[src/rtl/time_redundancy_pkg.sv]
// time_redundancy_pkg: shared state encoding, copy-index width and majority voter for the time-redundancy blocks
package time_redundancy_pkg;
    typedef enum logic {IDLE, SEND} state_t;
    localparam int REP_W = 3;
    // Bitwise 2-of-3 majority; callers zero-extend into and truncate out of the 64-bit carrier.
    function automatic logic [63:0] vote3(input logic [63:0] a, input logic [63:0] b, input logic [63:0] c);
        return (a & b) | (a & c) | (b & c);
    endfunction
endpackage

[src/rtl/time_nmr_fsm.sv]
// time_nmr_fsm: one replica of the sender's next-state and output logic
// Inputs : voted current state/rep/id/retries/pend/en/has, upstream valid_i/enable_i, downstream ready_i, retry_i
// Outputs: next-state fields (*_d_o), downstream valid_o/rep_o/id_o, upstream ready_o, error_o,
//          load_o (capture data_i), sel_o (drive data_o from the stored element)
module time_nmr_fsm import time_redundancy_pkg::*; #(
    parameter int NUM_REPS    = 3,
    parameter int ID_SIZE     = 1,
    parameter int RW          = 1,
    parameter int MAX_RETRIES = 1
) (
    input  state_t             state_i,
    input  logic [REP_W-1:0]   rep_i,
    input  logic [ID_SIZE-1:0] id_i,
    input  logic [RW-1:0]      retries_i,
    input  logic               pend_i,
    input  logic               en_i,
    input  logic               has_i,
    input  logic               valid_i,
    input  logic               ready_i,
    input  logic               enable_i,
    input  logic               retry_i,
    output state_t             state_d_o,
    output logic [REP_W-1:0]   rep_d_o,
    output logic [ID_SIZE-1:0] id_d_o,
    output logic [RW-1:0]      retries_d_o,
    output logic               pend_d_o,
    output logic               en_d_o,
    output logic               has_d_o,
    output logic               valid_o,
    output logic               ready_o,
    output logic [REP_W-1:0]   rep_o,
    output logic [ID_SIZE-1:0] id_o,
    output logic               error_o,
    output logic               load_o,
    output logic               sel_o
);
    logic last, serve;
    always_comb begin
        state_d_o   = state_i;
        rep_d_o     = rep_i;
        id_d_o      = id_i;
        retries_d_o = retries_i;
        pend_d_o    = pend_i | retry_i;
        en_d_o      = en_i;
        has_d_o     = has_i;
        error_o     = 1'b0;
        load_o      = 1'b0;
        last        = en_i ? (rep_i == REP_W'(NUM_REPS - 1)) : (rep_i == '0);
        serve       = has_i && (retries_i < RW'(MAX_RETRIES));
        valid_o     = state_i == SEND || (valid_i && !pend_i);
        ready_o     = state_i == IDLE && !pend_i;
        rep_o       = state_i == SEND ? rep_i : '0;
        id_o        = state_i == SEND ? id_i : id_i + ID_SIZE'(1);
        sel_o       = state_i == SEND;
        if (state_i == SEND) begin
            if (ready_i) begin
                state_d_o = last ? IDLE : SEND;
                rep_d_o   = last ? '0 : rep_i + REP_W'(1);
            end
        end else if (pend_i) begin
            // A pending replay outranks new input; pulses arriving while it is served fold into it.
            pend_d_o = 1'b0;
            error_o  = has_i && !serve;
            if (serve) begin
                state_d_o   = SEND;
                rep_d_o     = '0;
                retries_d_o = retries_i + RW'(1);
            end
        end else if (valid_i) begin
            load_o      = 1'b1;
            id_d_o      = id_i + ID_SIZE'(1);
            en_d_o      = enable_i;
            retries_d_o = '0;
            has_d_o     = 1'b1;
            // Copy 0 leaves in this very cycle, so a taken beat already counts as sent.
            state_d_o   = (ready_i && !enable_i) ? IDLE : SEND;
            rep_d_o     = (ready_i && enable_i) ? REP_W'(1) : '0;
        end
    end
endmodule

[src/rtl/time_nmr_start.sv]
// time_nmr_start: re-issues each accepted element NUM_REPS times with rolling ID and copy index, replay on request
// Ports: clk_i/rst_i (async, active-high); upstream data_i/valid_i/ready_o/enable_i;
//        downstream data_o/id_o/rep_o/valid_o/ready_i; retry_i replay request; error_o retry refused
module time_nmr_start import time_redundancy_pkg::*; #(
    parameter type DataType   = logic,
    parameter int NUM_REPS    = 3,
    parameter int ID_SIZE     = 1,
    parameter int MAX_RETRIES = 1,
    parameter int INTERNAL_TMR = 1
) (
    input  logic               clk_i,
    input  logic               rst_i,
    input  logic               enable_i,
    input  DataType            data_i,
    input  logic               valid_i,
    output logic               ready_o,
    output DataType            data_o,
    output logic [ID_SIZE-1:0] id_o,
    output logic [REP_W-1:0]   rep_o,
    output logic               valid_o,
    input  logic               ready_i,
    input  logic               retry_i,
    output logic               error_o
);
    localparam int RW = MAX_RETRIES < 1 ? 1 : $clog2(MAX_RETRIES + 1);
    typedef struct packed {
        state_t             state;
        logic [REP_W-1:0]   rep;
        logic [ID_SIZE-1:0] id;
        logic [RW-1:0]      retries;
        logic               pend;
        logic               en;
        logic               has;
    } regs_t;
    typedef struct packed {
        logic               dvalid;
        logic               uready;
        logic [REP_W-1:0]   drep;
        logic [ID_SIZE-1:0] did;
        logic               error;
        logic               load;
        logic               sel;
    } out_t;
    localparam int SW = $bits(regs_t);
    localparam int OW = $bits(out_t);
    if (NUM_REPS < 2 || NUM_REPS > 7 || SW > 64) begin : g_bad_cfg
        $error("time_nmr_start: NUM_REPS must be 2..7 and ID_SIZE small enough for the voter");
    end
    regs_t   st0_q, st1_q, st2_q, cur;
    regs_t   st_d [3];
    out_t    outs [3];
    out_t    o;
    DataType data_q;
    assign cur = INTERNAL_TMR != 0 ? regs_t'(SW'(vote3(64'(st0_q), 64'(st1_q), 64'(st2_q)))) : st0_q;
    assign o   = INTERNAL_TMR != 0 ? out_t'(OW'(vote3(64'(outs[0]), 64'(outs[1]), 64'(outs[2])))) : outs[0];
    for (genvar r = 0; r < 3; r++) begin : g_rep
        if (r == 0 || INTERNAL_TMR != 0) begin : g_fsm
            time_nmr_fsm #(.NUM_REPS(NUM_REPS), .ID_SIZE(ID_SIZE), .RW(RW), .MAX_RETRIES(MAX_RETRIES)) u_fsm (
                .state_i(cur.state), .rep_i(cur.rep), .id_i(cur.id), .retries_i(cur.retries),
                .pend_i(cur.pend), .en_i(cur.en), .has_i(cur.has),
                .valid_i(valid_i), .ready_i(ready_i), .enable_i(enable_i), .retry_i(retry_i),
                .state_d_o(st_d[r].state), .rep_d_o(st_d[r].rep), .id_d_o(st_d[r].id),
                .retries_d_o(st_d[r].retries), .pend_d_o(st_d[r].pend), .en_d_o(st_d[r].en),
                .has_d_o(st_d[r].has), .valid_o(outs[r].dvalid), .ready_o(outs[r].uready),
                .rep_o(outs[r].drep), .id_o(outs[r].did), .error_o(outs[r].error),
                .load_o(outs[r].load), .sel_o(outs[r].sel)
            );
        end else begin : g_copy
            assign st_d[r] = st_d[0];
            assign outs[r] = outs[0];
        end
    end
    always_ff @(posedge clk_i or posedge rst_i) begin
        if (rst_i) begin
            st0_q <= '0;
            st1_q <= '0;
            st2_q <= '0;
        end else begin
            st0_q <= st_d[0];
            st1_q <= st_d[1];
            st2_q <= st_d[2];
        end
    end
    always_ff @(posedge clk_i or posedge rst_i) begin
        if (rst_i) data_q <= '0;
        else if (o.load) data_q <= data_i;
    end
    // Reset forces every handshake/tag output low even though the idle state would otherwise present id 1.
    assign data_o  = o.sel ? data_q : data_i;
    assign valid_o = o.dvalid & ~rst_i;
    assign ready_o = o.uready & ~rst_i;
    assign error_o = o.error & ~rst_i;
    assign rep_o   = rst_i ? '0 : o.drep;
    assign id_o    = rst_i ? '0 : o.did;
endmodule

[config.mk]
export PLATFORM = sky130hd
export DESIGN_NAME = time_nmr_start
export DESIGN_NICKNAME = d
export VERILOG_FILES = /design/src/rtl/time_redundancy_pkg.sv /design/src/rtl/time_nmr_fsm.sv /design/src/rtl/time_nmr_start.sv
export SDC_FILE = /design/constraint.sdc
export NUM_CORES = 1
export LEC_CHECK = 0
export BUFFER_PORTS_ARGS = -buffer_cell sky130_fd_sc_hd__buf_2
export CORE_MARGIN = 2
export CORE_UTILIZATION = 45
export DETAILED_ROUTE_END_ITERATION = 10
export GPL_TIMING_DRIVEN = 0
export HOLD_SLACK_MARGIN = 0.1
export PLACE_DENSITY = 0.69
export SYNTH_ARGS = -nofsm -noshare
export SYNTH_HDL_FRONTEND = slang
export SYNTH_SLANG_ARGS = --single-unit
export TNS_END_PERCENT = 5
[constraint.sdc]
create_clock -name clk_i -period 1.86 [get_ports clk_i]
set_input_delay 0.093 -clock clk_i [delete_from_list [all_inputs] [get_ports clk_i]]
set_output_delay 0.093 -clock clk_i [all_outputs]
set_load 0.01 [all_outputs]
==> impl_results.md <==
* Mapped Nets at 68
* Die ar. at 0.00162 mm^2
* Min Tclk post-route at 1.54 ns
* Vias in the first global route at 432
* Nature of the critical path endpoint: output port
* Slew Viols, Final at 0
* Setup-failing EPs final at 0
* Reg2reg end: st2_q[5]
* Gr usage total at 0.181
* Fill cells at 114
* Critical Path Fanout Max at 10
* Average wire per standard cell at 12.2 um
* I/O Buffers at 14
* Ant. Diodes at 0
* Final hold violations at 0
* #FFs+latches synth at 10
* Initial antenna violation count at 0
* CP required at 1.77 ns
* Fin worst setup slack at 0.317 ns
* Drt pass-1 iters at 4
* FF-to-FF setup slack at 0.45 ns
* Worst setup path class: flop to output port
* H-tree lvl count at 1
* Share of cells above drive strength 1 at 0.263
* Routed via count at 518
* TritonCTS clock tree: built
* FF-to-FF path depth at 5
* Worst hold path type: input port to flop
* Core Rows at 13
* Resized cells post-CTS at 0
* Skew-Pair Late Insertion Delay at 0.27 ns
* DRC errors left at 0
* Critical-path top delay cell: dfrtp_1
* Sw Pwr at 416 uW
* Critical R2R Launch: st2_q[5]
* Synth cell types at 27
* Sum Neg Setup Slack at 0 ns
* Worst setup endpoint: data_o
* Worst slew margin at 0.706
* Period utilization at 0.830
* Final ANT Viol Nets at 0
* CTS Hold Buffers Added at 4
* Worst-margin pin slew at 0.439 ns
* Sequential area share after synthesis at 0.423
* Multi-input logic area at 322 um^2
* WP buf/inv at 2
* Cell internal pwr at 671 uW
* Sink Count at 10
* Max-Cap Viols at 0
* Starting Density at 0.466
* Clock power frac at 0.178
* CTS Buf Count at 3
* Register area at 250 um^2
* Io pins at 15
* Switch share at 0.383
* GR Overflow Total at 0
* Area Growth Syn to Fin at 27.9%
* Crit path largest cell delay at 0.45 ns
* Area of the mapped netlist at 592 um^2
* Die Y at 40.3 um
* Post-DP HPWL at 875 um
* Die width at 40.3 um
* Peak supply drop at 0.000706 V
* Iter 0 DRT Violations at 8
* Comb power frac at 0.433
* Critical path arrival at 1.45 ns
* Critical path origin: st2_q[8]
* RSZ-0062 raised after global routing: no
* Root Driver: clkbuf_4
* Fmax at 648 MHz
* First-pass GRT wire length at 1800 um
* Synth Instances at 58
* Syn Area/Cell at 10.2 um^2
* Warnings, synthesis at 0
* Top Family by Delay on Critical Path: flip-flops
* Final nets at 91
* Core footprint at 0.00127 mm^2
* Clock buffer depth at 2
* GP Congestion at 0.733
* Leakage power figure at 0.000391 uW
* Worst setup SP type: flop
* PD cells at 1440 mW/mm^2
* Dpl ws at 0.458 ns
* DR vias/cell at 5.45
* Final wirelength at 1160 um
* Worst path cell trace: buf_2, mux2_1, buf_2
* Crit path depth at 3
* Setup bufs post-CTS at 0
* Maximum number of pins on one net before global-route repair at 11
* Sequential Power Share at 0.389
* Most frequent CP cell: buf_2
* Clock-pin slew on the worst setup and hold paths at 0.07 ns
* Clock skew at 0.00432 ns
* Status: finished clean
per-layer routing:
| layer | vias to the layer above | part of all wire | GRT usage | routed length (um) |
|---|---|---|---|---|
| li1 | 250 | - | - | - |
| met1 | 245 | 0.43 | 0.208 | 505 |
| met2 | 18 | 0.48 | 0.274 | 558 |
| met3 | 5 | 0.066 | 0.0833 | 77 |
| met4 | 0 | 0.016 | 0.108 | 19 |
| met5 | - | 0 | 0 | 0 |
sequential cells by signal, indices dropped and copies added (netlist names):
name and count:
data_q 1, st2_q 9
worst register-to-register path: cells and delay by family (launching register included):
family          cells  cell delay (ns)
flops               1             0.43
compound gates      1             0.29
simple gates        1             0.24
fa+ha+maj           1             0.15
buf+inv             1             0.10
mux                 1             0.10
synth_stat cells:
cell      count  area [um^2]
dfrtp_1      10          250
mux2_1        3         33.8
xor2_1        2         17.5
inv_1         4         15.0
ha_1          3         37.5
mux2i_1       1         10.0
and3b_1       2         17.5
nor3b_2       1         12.5
nor4_1        1         6.26
nand2b_1      1         6.26
buf_2         1         5.00
o22ai_1       1         6.26
nand3_1       1         5.00
nand2_1       2         7.51
and3_1        2         12.5
or2_1         2         12.5
nor3_1        4         20.0
a21boi_0      1         7.51
o31ai_1       1         7.51
nor2b_1       2         12.5
and2_1        3         18.8
nor4b_1       1         8.76
nor2_1        4         15.0
mux2_2        1         11.3
a221o_1       1         10.0
a22o_1        2         17.5
a21o_1        1         7.51
how the worst min path moves through the flow:
stage,from,endpoint,slack (ns),cells after the start
floorplan,rst_i,data_q,-0.07,1
global placement,rst_i,st2_q[0],0.13,2
detailed placement,rst_i,st2_q[7],0.14,2
CTS,ready_i,st2_q[5],0.24,3
global route,ready_i,st2_q[5],0.26,3
finish,ready_i,st2_q[5],0.25,3
kinds of logic after synthesis:
group / synth area share
mux: 0.0930
xor+xnor: 0.0296
fa+ha+maj: 0.0634
compound gates: 0.0952
simple gates: 0.262
buf+inv: 0.0338
flops: 0.423
cells in the final DEF (no fill, tap or decap), drive strengths merged:
cell type / n
nand2: 2
buf: 15
a21o: 1
nor3b: 1
nor2: 4
ha: 3
nor4b: 1
nor2b: 2
and3: 2
and2: 3
nor4: 1
mux2i: 1
o22ai: 1
nor3: 4
dlygate4sd3: 4
nand2b: 1
a221o: 1
or2: 2
a21boi: 1
inv: 4
and3b: 2
mux2: 4
dfrtp: 10
a22o: 2
nand3: 1
xor2: 2
clkbuf: 4
o31ai: 1
metrics by stage:
stage	hold slack [ns]	power, uW	cell area [um^2]	util	instances
2_1_floorplan	-0.0668	756	592	-	58
3_3_place_gp	0.132	871	681	0.536	87
3_5_place_dp	0.140	894	681	0.536	87
4_1_cts	0.238	1100	757	0.597	95
5_1_grt	0.258	1180	757	0.597	95
6_report	0.250	1090	757	0.597	95
power groups by stage:
| stage | clock [uW] | sequential, uW | combinational [uW] |
|---|---|---|---|
| floorplan | 0 | 395 | 361 |
| global placement | 0 | 418 | 452 |
| detailed placement | 0 | 427 | 467 |
| CTS | 201 | 423 | 475 |
| global route | 210 | 440 | 531 |
| finish | 193 | 423 | 470 |
area by class of cell:
class | instances | area share
Multi-Input combinational cell | 43 | 0.425
Sequential cell | 10 | 0.331
Timing Repair Buffer | 18 | 0.145
Clock buffer | 4 | 0.0479
Tap cell | 15 | 0.0248
Inverter | 4 | 0.0198
Buffer | 1 | 0.00661
(Power assumes the default switching activity.)
